<file path="config.mk">
export PLATFORM = sky130hd
export DESIGN_NAME = conv_wb_frontend
export DESIGN_NICKNAME = d
export VERILOG_FILES = /design/src/rtl/conv_pkg.sv /design/src/rtl/sync_fifo.sv /design/src/rtl/conv_wb_frontend.sv
export SDC_FILE = /design/constraint.sdc
export NUM_CORES = 2
export LEC_CHECK = 0
export CAP_MARGIN = 20
export CORE_ASPECT_RATIO = 0.5
export CORE_MARGIN = 5
export CORE_UTILIZATION = 25
export DETAILED_ROUTE_END_ITERATION = 10
export GPL_TIMING_DRIVEN = 0
export PLACE_DENSITY = 0.4
export SYNTH_ARGS = -nofsm -noshare
export SYNTH_HDL_FRONTEND = slang
export SYNTH_SLANG_ARGS = --single-unit
</file>
<file path="constraint.sdc">
create_clock -name clk -period 9.4 [get_ports clk]
set_input_delay 2.35 -clock clk [delete_from_list [all_inputs] [get_ports clk]]
set_output_delay 2.35 -clock clk [all_outputs]
set_load 0.005 [all_outputs]
</file>
<file path="src/rtl/conv_pkg.sv">
// Shared constants for the convolution accelerator's Wishbone front-end:
// address map, CTRL/STATUS bit positions, default kernel geometry.
package conv_pkg;

   localparam int unsigned DEF_WT_N = 9;
   localparam int unsigned DEF_WT_W = 8;

   localparam logic [7:0] ADDR_CTRL     = 8'h00;
   localparam logic [7:0] ADDR_STATUS   = 8'h01;
   localparam logic [7:0] ADDR_DATA_IN  = 8'h02;
   localparam logic [7:0] ADDR_DATA_OUT = 8'h03;
   localparam logic [7:0] ADDR_WT_BASE  = 8'h10;

   localparam int unsigned CTRL_START     = 0;
   localparam int unsigned CTRL_CLR_FIFO  = 1;
   localparam int unsigned CTRL_CLR_FLAGS = 2;

   localparam int unsigned STAT_BUSY      = 0;
   localparam int unsigned STAT_IN_FULL   = 1;
   localparam int unsigned STAT_IN_EMPTY  = 2;
   localparam int unsigned STAT_OUT_FULL  = 3;
   localparam int unsigned STAT_OUT_EMPTY = 4;
   localparam int unsigned STAT_OVERFLOW  = 5;
   localparam int unsigned STAT_UNDERFLOW = 6;
   localparam int unsigned STAT_IN_CNT    = 8;
   localparam int unsigned STAT_OUT_CNT   = 16;

   typedef enum logic {
      RUN_IDLE = 1'b0,
      RUN_BUSY = 1'b1
   } run_state_t;

endpackage

</file>
<file path="src/rtl/sync_fifo.sv">
// First-word fall-through synchronous FIFO with a one-cycle clear.
// A push on full is accepted only when a pop happens in the same cycle.
module sync_fifo #(
   parameter int unsigned WIDTH = 32,
   parameter int unsigned DEPTH = 16
) (
   input  logic                     clk,
   input  logic                     rst_n,
   input  logic                     clr,
   input  logic                     push,
   input  logic                     pop,
   input  logic [WIDTH-1:0]         din,
   output logic [WIDTH-1:0]         dout,
   output logic                     full,
   output logic                     empty,
   output logic [$clog2(DEPTH):0]   count
);

   localparam int unsigned AW = $clog2(DEPTH);
   localparam int unsigned CW = AW + 1;

   logic [WIDTH-1:0] mem_q [DEPTH];
   logic [AW-1:0]    wr_ptr_q;
   logic [AW-1:0]    rd_ptr_q;
   logic [CW-1:0]    count_q;
   logic             push_ok_c;
   logic             pop_ok_c;

   assign pop_ok_c  = pop & ~empty;
   assign push_ok_c = push & (~full | pop_ok_c);

   // Clear overrides any same-cycle push or pop; storage contents are left as-is.
   always_ff @(posedge clk or negedge rst_n) begin
      if (!rst_n) begin
         for (int i = 0; i < int'(DEPTH); i++) mem_q[i] <= '0;
         wr_ptr_q <= '0;
         rd_ptr_q <= '0;
         count_q  <= '0;
      end else if (clr) begin
         wr_ptr_q <= '0;
         rd_ptr_q <= '0;
         count_q  <= '0;
      end else begin
         if (push_ok_c) begin
            mem_q[wr_ptr_q] <= din;
            wr_ptr_q        <= wr_ptr_q + AW'(1);
         end
         if (pop_ok_c) rd_ptr_q <= rd_ptr_q + AW'(1);
         count_q <= count_q + CW'(push_ok_c) - CW'(pop_ok_c);
      end
   end

   assign dout  = mem_q[rd_ptr_q];
   assign count = count_q;
   assign full  = (count_q == CW'(DEPTH));
   assign empty = (count_q == '0);

endmodule

</file>
<file path="src/rtl/conv_wb_frontend.sv">
// Wishbone slave front-end for the convolution core: register decode, pixel
// input FIFO, result output FIFO, kernel weights and start/busy handshake.
module conv_wb_frontend
   import conv_pkg::*;
#(
   parameter int unsigned DW        = 32,
   parameter int unsigned IN_DEPTH  = 16,
   parameter int unsigned OUT_DEPTH = 16,
   parameter int unsigned WT_N      = DEF_WT_N,
   parameter int unsigned WT_W      = DEF_WT_W
) (
   input  logic                   clk,
   input  logic                   rst_n,
   input  logic [7:0]             addr,
   input  logic [DW-1:0]          data_in,
   input  logic                   we,
   input  logic                   str,
   input  logic                   cyc,
   output logic                   ack,
   output logic [DW-1:0]          data_out,
   output logic                   core_start,
   input  logic                   core_done,
   output logic                   px_valid,
   output logic [DW-1:0]          px_data,
   input  logic                   px_ready,
   output logic [WT_N*WT_W-1:0]   wt_flat,
   input  logic                   res_valid,
   input  logic [DW-1:0]          res_data,
   output logic                   res_ready,
   output logic                   busy
);

   localparam int unsigned IN_CW  = $clog2(IN_DEPTH) + 1;
   localparam int unsigned OUT_CW = $clog2(OUT_DEPTH) + 1;

   logic              req_c, wr_c, rd_c;
   logic              sel_ctrl_c, sel_status_c, sel_din_c, sel_dout_c;
   logic              fifo_clr_c, flags_clr_c, start_req_c;
   logic              in_push_c, in_pop_c, in_full, in_empty;
   logic              out_push_c, out_pop_c, out_full, out_empty;
   logic [IN_CW-1:0]  in_count;
   logic [OUT_CW-1:0] out_count;
   logic [DW-1:0]     out_head;
   logic              overflow_q, underflow_q;
   logic [WT_W-1:0]   wt_q [WT_N];
   run_state_t        state_q, state_d;
   logic              start_d;
   logic [DW-1:0]     status_c, rdata_c;

   // A request is only taken while ack is low, so acks can never be back-to-back.
   assign req_c = str & cyc & ~ack;
   assign wr_c  = req_c & we;
   assign rd_c  = req_c & ~we;

   assign sel_ctrl_c   = (addr == ADDR_CTRL);
   assign sel_status_c = (addr == ADDR_STATUS);
   assign sel_din_c    = (addr == ADDR_DATA_IN);
   assign sel_dout_c   = (addr == ADDR_DATA_OUT);

   assign fifo_clr_c  = wr_c & sel_ctrl_c & data_in[CTRL_CLR_FIFO];
   assign flags_clr_c = wr_c & sel_ctrl_c & data_in[CTRL_CLR_FLAGS];
   assign start_req_c = wr_c & sel_ctrl_c & data_in[CTRL_START];

   assign in_push_c  = wr_c & sel_din_c;
   assign in_pop_c   = px_valid & px_ready;
   assign out_push_c = res_valid & res_ready;
   assign out_pop_c  = rd_c & sel_dout_c;

   sync_fifo #(.WIDTH(DW), .DEPTH(IN_DEPTH)) u_in_fifo (
      .clk   (clk),
      .rst_n (rst_n),
      .clr   (fifo_clr_c),
      .push  (in_push_c),
      .pop   (in_pop_c),
      .din   (data_in),
      .dout  (px_data),
      .full  (in_full),
      .empty (in_empty),
      .count (in_count)
   );

   sync_fifo #(.WIDTH(DW), .DEPTH(OUT_DEPTH)) u_out_fifo (
      .clk   (clk),
      .rst_n (rst_n),
      .clr   (fifo_clr_c),
      .push  (out_push_c),
      .pop   (out_pop_c),
      .din   (res_data),
      .dout  (out_head),
      .full  (out_full),
      .empty (out_empty),
      .count (out_count)
   );

   assign px_valid  = ~in_empty;
   assign res_ready = ~out_full;

   // Sticky error flags; only a CTRL write can clear them.
   always_ff @(posedge clk or negedge rst_n) begin
      if (!rst_n) begin
         overflow_q  <= 1'b0;
         underflow_q <= 1'b0;
      end else if (flags_clr_c) begin
         overflow_q  <= 1'b0;
         underflow_q <= 1'b0;
      end else begin
         if (in_push_c & in_full & ~in_pop_c) overflow_q  <= 1'b1;
         if (out_pop_c & out_empty)           underflow_q <= 1'b1;
      end
   end

   always_ff @(posedge clk or negedge rst_n) begin
      if (!rst_n) begin
         for (int i = 0; i < int'(WT_N); i++) wt_q[i] <= '0;
      end else begin
         for (int i = 0; i < int'(WT_N); i++) begin
            if (wr_c && (addr == ADDR_WT_BASE + 8'(i))) wt_q[i] <= data_in[WT_W-1:0];
         end
      end
   end

   for (genvar g = 0; g < int'(WT_N); g++) begin : g_wt_flat
      assign wt_flat[g*WT_W +: WT_W] = wt_q[g];
   end

   always_ff @(posedge clk or negedge rst_n) begin
      if (!rst_n) begin
         state_q    <= RUN_IDLE;
         core_start <= 1'b0;
         busy       <= 1'b0;
      end else begin
         state_q    <= state_d;
         core_start <= start_d;
         busy       <= (state_d == RUN_BUSY);
      end
   end

   // Done takes priority: a start landing in the same cycle as done is dropped.
   always_comb begin
      state_d = state_q;
      start_d = 1'b0;
      case (state_q)
         RUN_IDLE: begin
            if (start_req_c && !core_done) begin
               state_d = RUN_BUSY;
               start_d = 1'b1;
            end
         end
         RUN_BUSY: begin
            if (core_done) state_d = RUN_IDLE;
         end
         default: state_d = RUN_IDLE;
      endcase
   end

   always_comb begin
      status_c                          = '0;
      status_c[STAT_BUSY]               = busy;
      status_c[STAT_IN_FULL]            = in_full;
      status_c[STAT_IN_EMPTY]           = in_empty;
      status_c[STAT_OUT_FULL]           = out_full;
      status_c[STAT_OUT_EMPTY]          = out_empty;
      status_c[STAT_OVERFLOW]           = overflow_q;
      status_c[STAT_UNDERFLOW]          = underflow_q;
      status_c[STAT_IN_CNT +: IN_CW]    = in_count;
      status_c[STAT_OUT_CNT +: OUT_CW]  = out_count;
   end

   always_comb begin
      rdata_c = '0;
      if (sel_status_c)             rdata_c = status_c;
      if (sel_dout_c && !out_empty) rdata_c = out_head;
      for (int i = 0; i < int'(WT_N); i++) begin
         if (addr == ADDR_WT_BASE + 8'(i)) rdata_c = DW'(wt_q[i]);
      end
   end

   always_ff @(posedge clk or negedge rst_n) begin
      if (!rst_n) begin
         ack      <= 1'b0;
         data_out <= '0;
      end else begin
         ack      <= req_c;
         data_out <= rd_c ? rdata_c : '0;
      end
   end

endmodule

</file>
==> results.md <==
- Final instance area: 63,000 um2
- Mean Syn Cell Area: 16.0 um2
- Fin. Hold Viols: 0
- Unrepaired setup endpoints after global routing: no
- Die Y: 334 um
- Final ANT Viol Nets: 0
- Rows: 118
- Placed Area: between 50,000 and 60,000 um2
- DIE WIDTH: approximately 660 um
- Yosys top cell area share: 0.552
- First-pass detailed-route iteration total: 5
- Vias: 30,637
- Worst min path class: flop to flop
- Crit. Startpoint: u_in_fifo.rd_ptr_q[0]$_DFFE_PN0P_
- Worst slew pin tran: between 1000 and 1500 ps
- Most frequent cells in the layout: dfrtp_1 (1,159), mux2_2 (1,020), mux4_2 (314), clkdlybuf4s50_1 (218), clkbuf_1 (188)
- Family with the most delay on the worst path: buffers and inverters
- Floorplan core area: slightly above 200,000 um2
- Reg2reg start: u_out_fifo.count[3]$_DFF_PN0_
- GR Layer Usage met3: 0.0218
- Distinct cells, synth: 73
- Fin crit share: 0.708
- Total power: 15.1 mW
- Max-Cap Viols: 0
- TNS Setup: 0 ps
- Register Area: 29,000 um2
- F_max: between 150 and 200 MHz
- FILL cells: between 20,000 and 25,000
- Hold buffers post-CTS: 0
- Startpoint types: flop
- P&R area growth vs syn: 20.0%
- Area of the multi-input gates: approximately 22,000 um2
- Tmin final: around 6700 ps
- Hold slack: 483 ps
- Synth area leader: dfrtp_1
- GRT Total Usage: 0.151
- Crit path max fanout: 10
- Yosys reg bits: ~1,200
- First-pass GRT wire length: between 200,000 and 250,000 um
- Yosys warnings: 0
- GPL Wtd Cong: roughly 0.87
- Synthesized area: around 53,000 um2
- Leak: 27.7 nW
- Worst EP arrival: approximately 4300 ps
- Sequential power share: 0.439
- CTS tree: yes
- Clock transition at path regs: approximately 70 ps
- Post-synth ARST share: 1.00
- Synth Instances: between 3,000 and 4,000
- Layout cell share with drive strength beyond 1: 0.440
- Worst skew pair latency: 740 ps
- Worst r2r dst: u_out_fifo.count[4]$_DFF_PN0_
- Most used routing layer: met2
- Final cell count without fillers: between 6,000 and 7,000
- Overflow after GRT: 0
- Register-to-Register Path Depth: 11
- CTS root buf: clkbuf_16
- Synth Flop Type: dfrtp_1
- Most common cell after layout, fill and taps aside: dfrtp_1
- Die area: ~220,000 um2
- Worst Setup EP: px_data[30]
- Drc violations: 0
- Crit Path Category: flop to output port
- Initial DRC count: ~1,900
- Hold_sp: u_out_fifo.mem_q[315]$_DFFE_PN0P_
- Pwr dens: about 240 nW/um2
- # port buffers: 219
- CP endpoint kind: output port
- Post-CTS setup buffers: 0
- Switching Share: 0.283
- Total Nets Final: between 3,000 and 4,000
- Combinational share of power: 0.231
- Seq/Total Area, Yosys: 0.552
- Max_slew headroom: 0.243
- Final WL: 168,000 um
- Dpl cells: ~6,300
- Crit-path cells: clkbuf_1, clkbuf_1, buf_1, buf_16, mux4_2, mux4_2, clkdlybuf4s50_1
- Bufs and invs on worst path: 5
- CP Depth: 7
- GR met1 Demand/Resource: 0.205
- Internal power: 10.8 mW
- Worst path slowest cell: buf_1
- Critical path's largest stage delay: 610 ps
- CTS sink cnt: approximately 1,200
- Via density: around 4.7
- Post-CTS sizing: 0
- R2R Setup Slk: 5600 ps
- Initial core utilization: 0.253
- Clock share of power: 0.331
- Wire length per cell: about 26 um
- Max Buffers Root-to-Sink: 3
- Initial antenna violation count: 11
- Maximum vdd drop: 0.169 mV
- I/O pin count: 221
- Net switching power: 4.27 mW
- Synth top area cells: dfrtp_1 (55%), mux2_2 (22%), mux4_2 (13%)
- H-tree Lvls: 3
- Vias in the first global route: roughly 34,000
- Status: completed
- Final setup vio count: 0
- Clock Skew: 30.3 ps
- Met2 Use GR: 0.257
- Largest net degree at the start of global routing: 179
- CTS Buf Count: roughly 120
- Critical Path RT: ~7100 ps
- Syn_nets: around 3,400
- Number of synthesized flops with an enable pin: 0
- Post-DP HPWL: about 110,000 um
- Max-slew violations: 0
[power groups by stage]
stage / combinational [mW] / sequential (mW) / clock [mW]
3_3_place_gp: 3.35 / 6.75 / 0
2_1_floorplan: 2.42 / 6.50 / 0
6_report: 3.48 / 6.62 / 4.99
4_1_cts: 3.54 / 6.62 / 5.19
5_1_grt: 3.80 / 6.74 / 5.38
3_5_place_dp: 3.53 / 6.71 / 0
[Yosys cell counts (7+ instances only)]
cell type	n
a21oi_1	25
inv_1	24
and2_1	11
mux2i_1	18
buf_6	7
xnor2_1	10
a32o_1	12
nor2_1	39
mux2_2	1020
nand2_1	49
mux4_2	314
dfrtp_1	1159
o21ai_0	22
nand3_1	14
nor3_1	12
and3_1	16
clkbuf_1	162
buf_2	61
mux2_1	78
nand4_1	9
a32oi_1	7
buf_1	55
nor2b_1	18
ha_1	22
[layout make-up]
cell class	count	share of cell area
clock buffer	183	0.0570
inverter	26	0.00155
timing repair buffer	264	0.0474
multi-input combinational	1817	0.353
clock inverter	36	0.00703
tap	2760	0.0548
antenna	3	0.000119
buffer	285	0.0191
sequential	1159	0.460
[cell families after synthesis]
kind of cell	after synthesis	synth area share
compound gates	127	0.0173
xor+xnor	16	0.00267
fa+ha+maj	24	0.00600
buf+inv	311	0.0247
flops	1159	0.552
mux	1430	0.374
simple gates	220	0.0235
[worst min path at each step]
stage,end,slack (ps),depth (start not counted)
6_report,u_out_fifo.mem_q[315]$_DFFE_PN0P_,480,1
5_1_grt,u_out_fifo.mem_q[147]$_DFFE_PN0P_,500,1
4_1_cts,u_out_fifo.mem_q[166]$_DFFE_PN0P_,480,1
3_5_place_dp,u_out_fifo.mem_q[315]$_DFFE_PN0P_,470,1
3_3_place_gp,u_out_fifo.mem_q[509]$_DFFE_PN0P_,460,1
2_1_floorplan,u_out_fifo.mem_q[312]$_DFFE_PN0P_,450,1
[per-layer routing]
metal | vias to the layer above | wire length, um
met2 | 460 | 82200
met1 | 16840 | 76400
met4 | 4 | 4160
li1 | 13111 | -
met5 | - | 27
met3 | 222 | 5050
[stage by stage]
| step | util | worst slack (ps) |
|---|---|---|
| after global routing | 0.303 | 2490 |
| final | 0.303 | 2740 |
| after CTS | 0.302 | 2430 |
| after detailed placement | 0.283 | 3110 |
| after floorplan | - | 4390 |
| after global placement | 0.280 | -48390 |
[registers in the layout, summed over array words and instances (netlist names), 4 cells and up]
name	flops
u_out_fifo.count	5
wt_flat	72
u_out_fifo.rd_ptr_q	4
u_in_fifo.mem_q	512
u_out_fifo.wr_ptr_q	4
u_out_fifo.mem_q	512
u_in_fifo.rd_ptr_q	4
data_out	32
u_in_fifo.wr_ptr_q	4
u_in_fifo.count	5
Power figures use the tool's default switching activity.
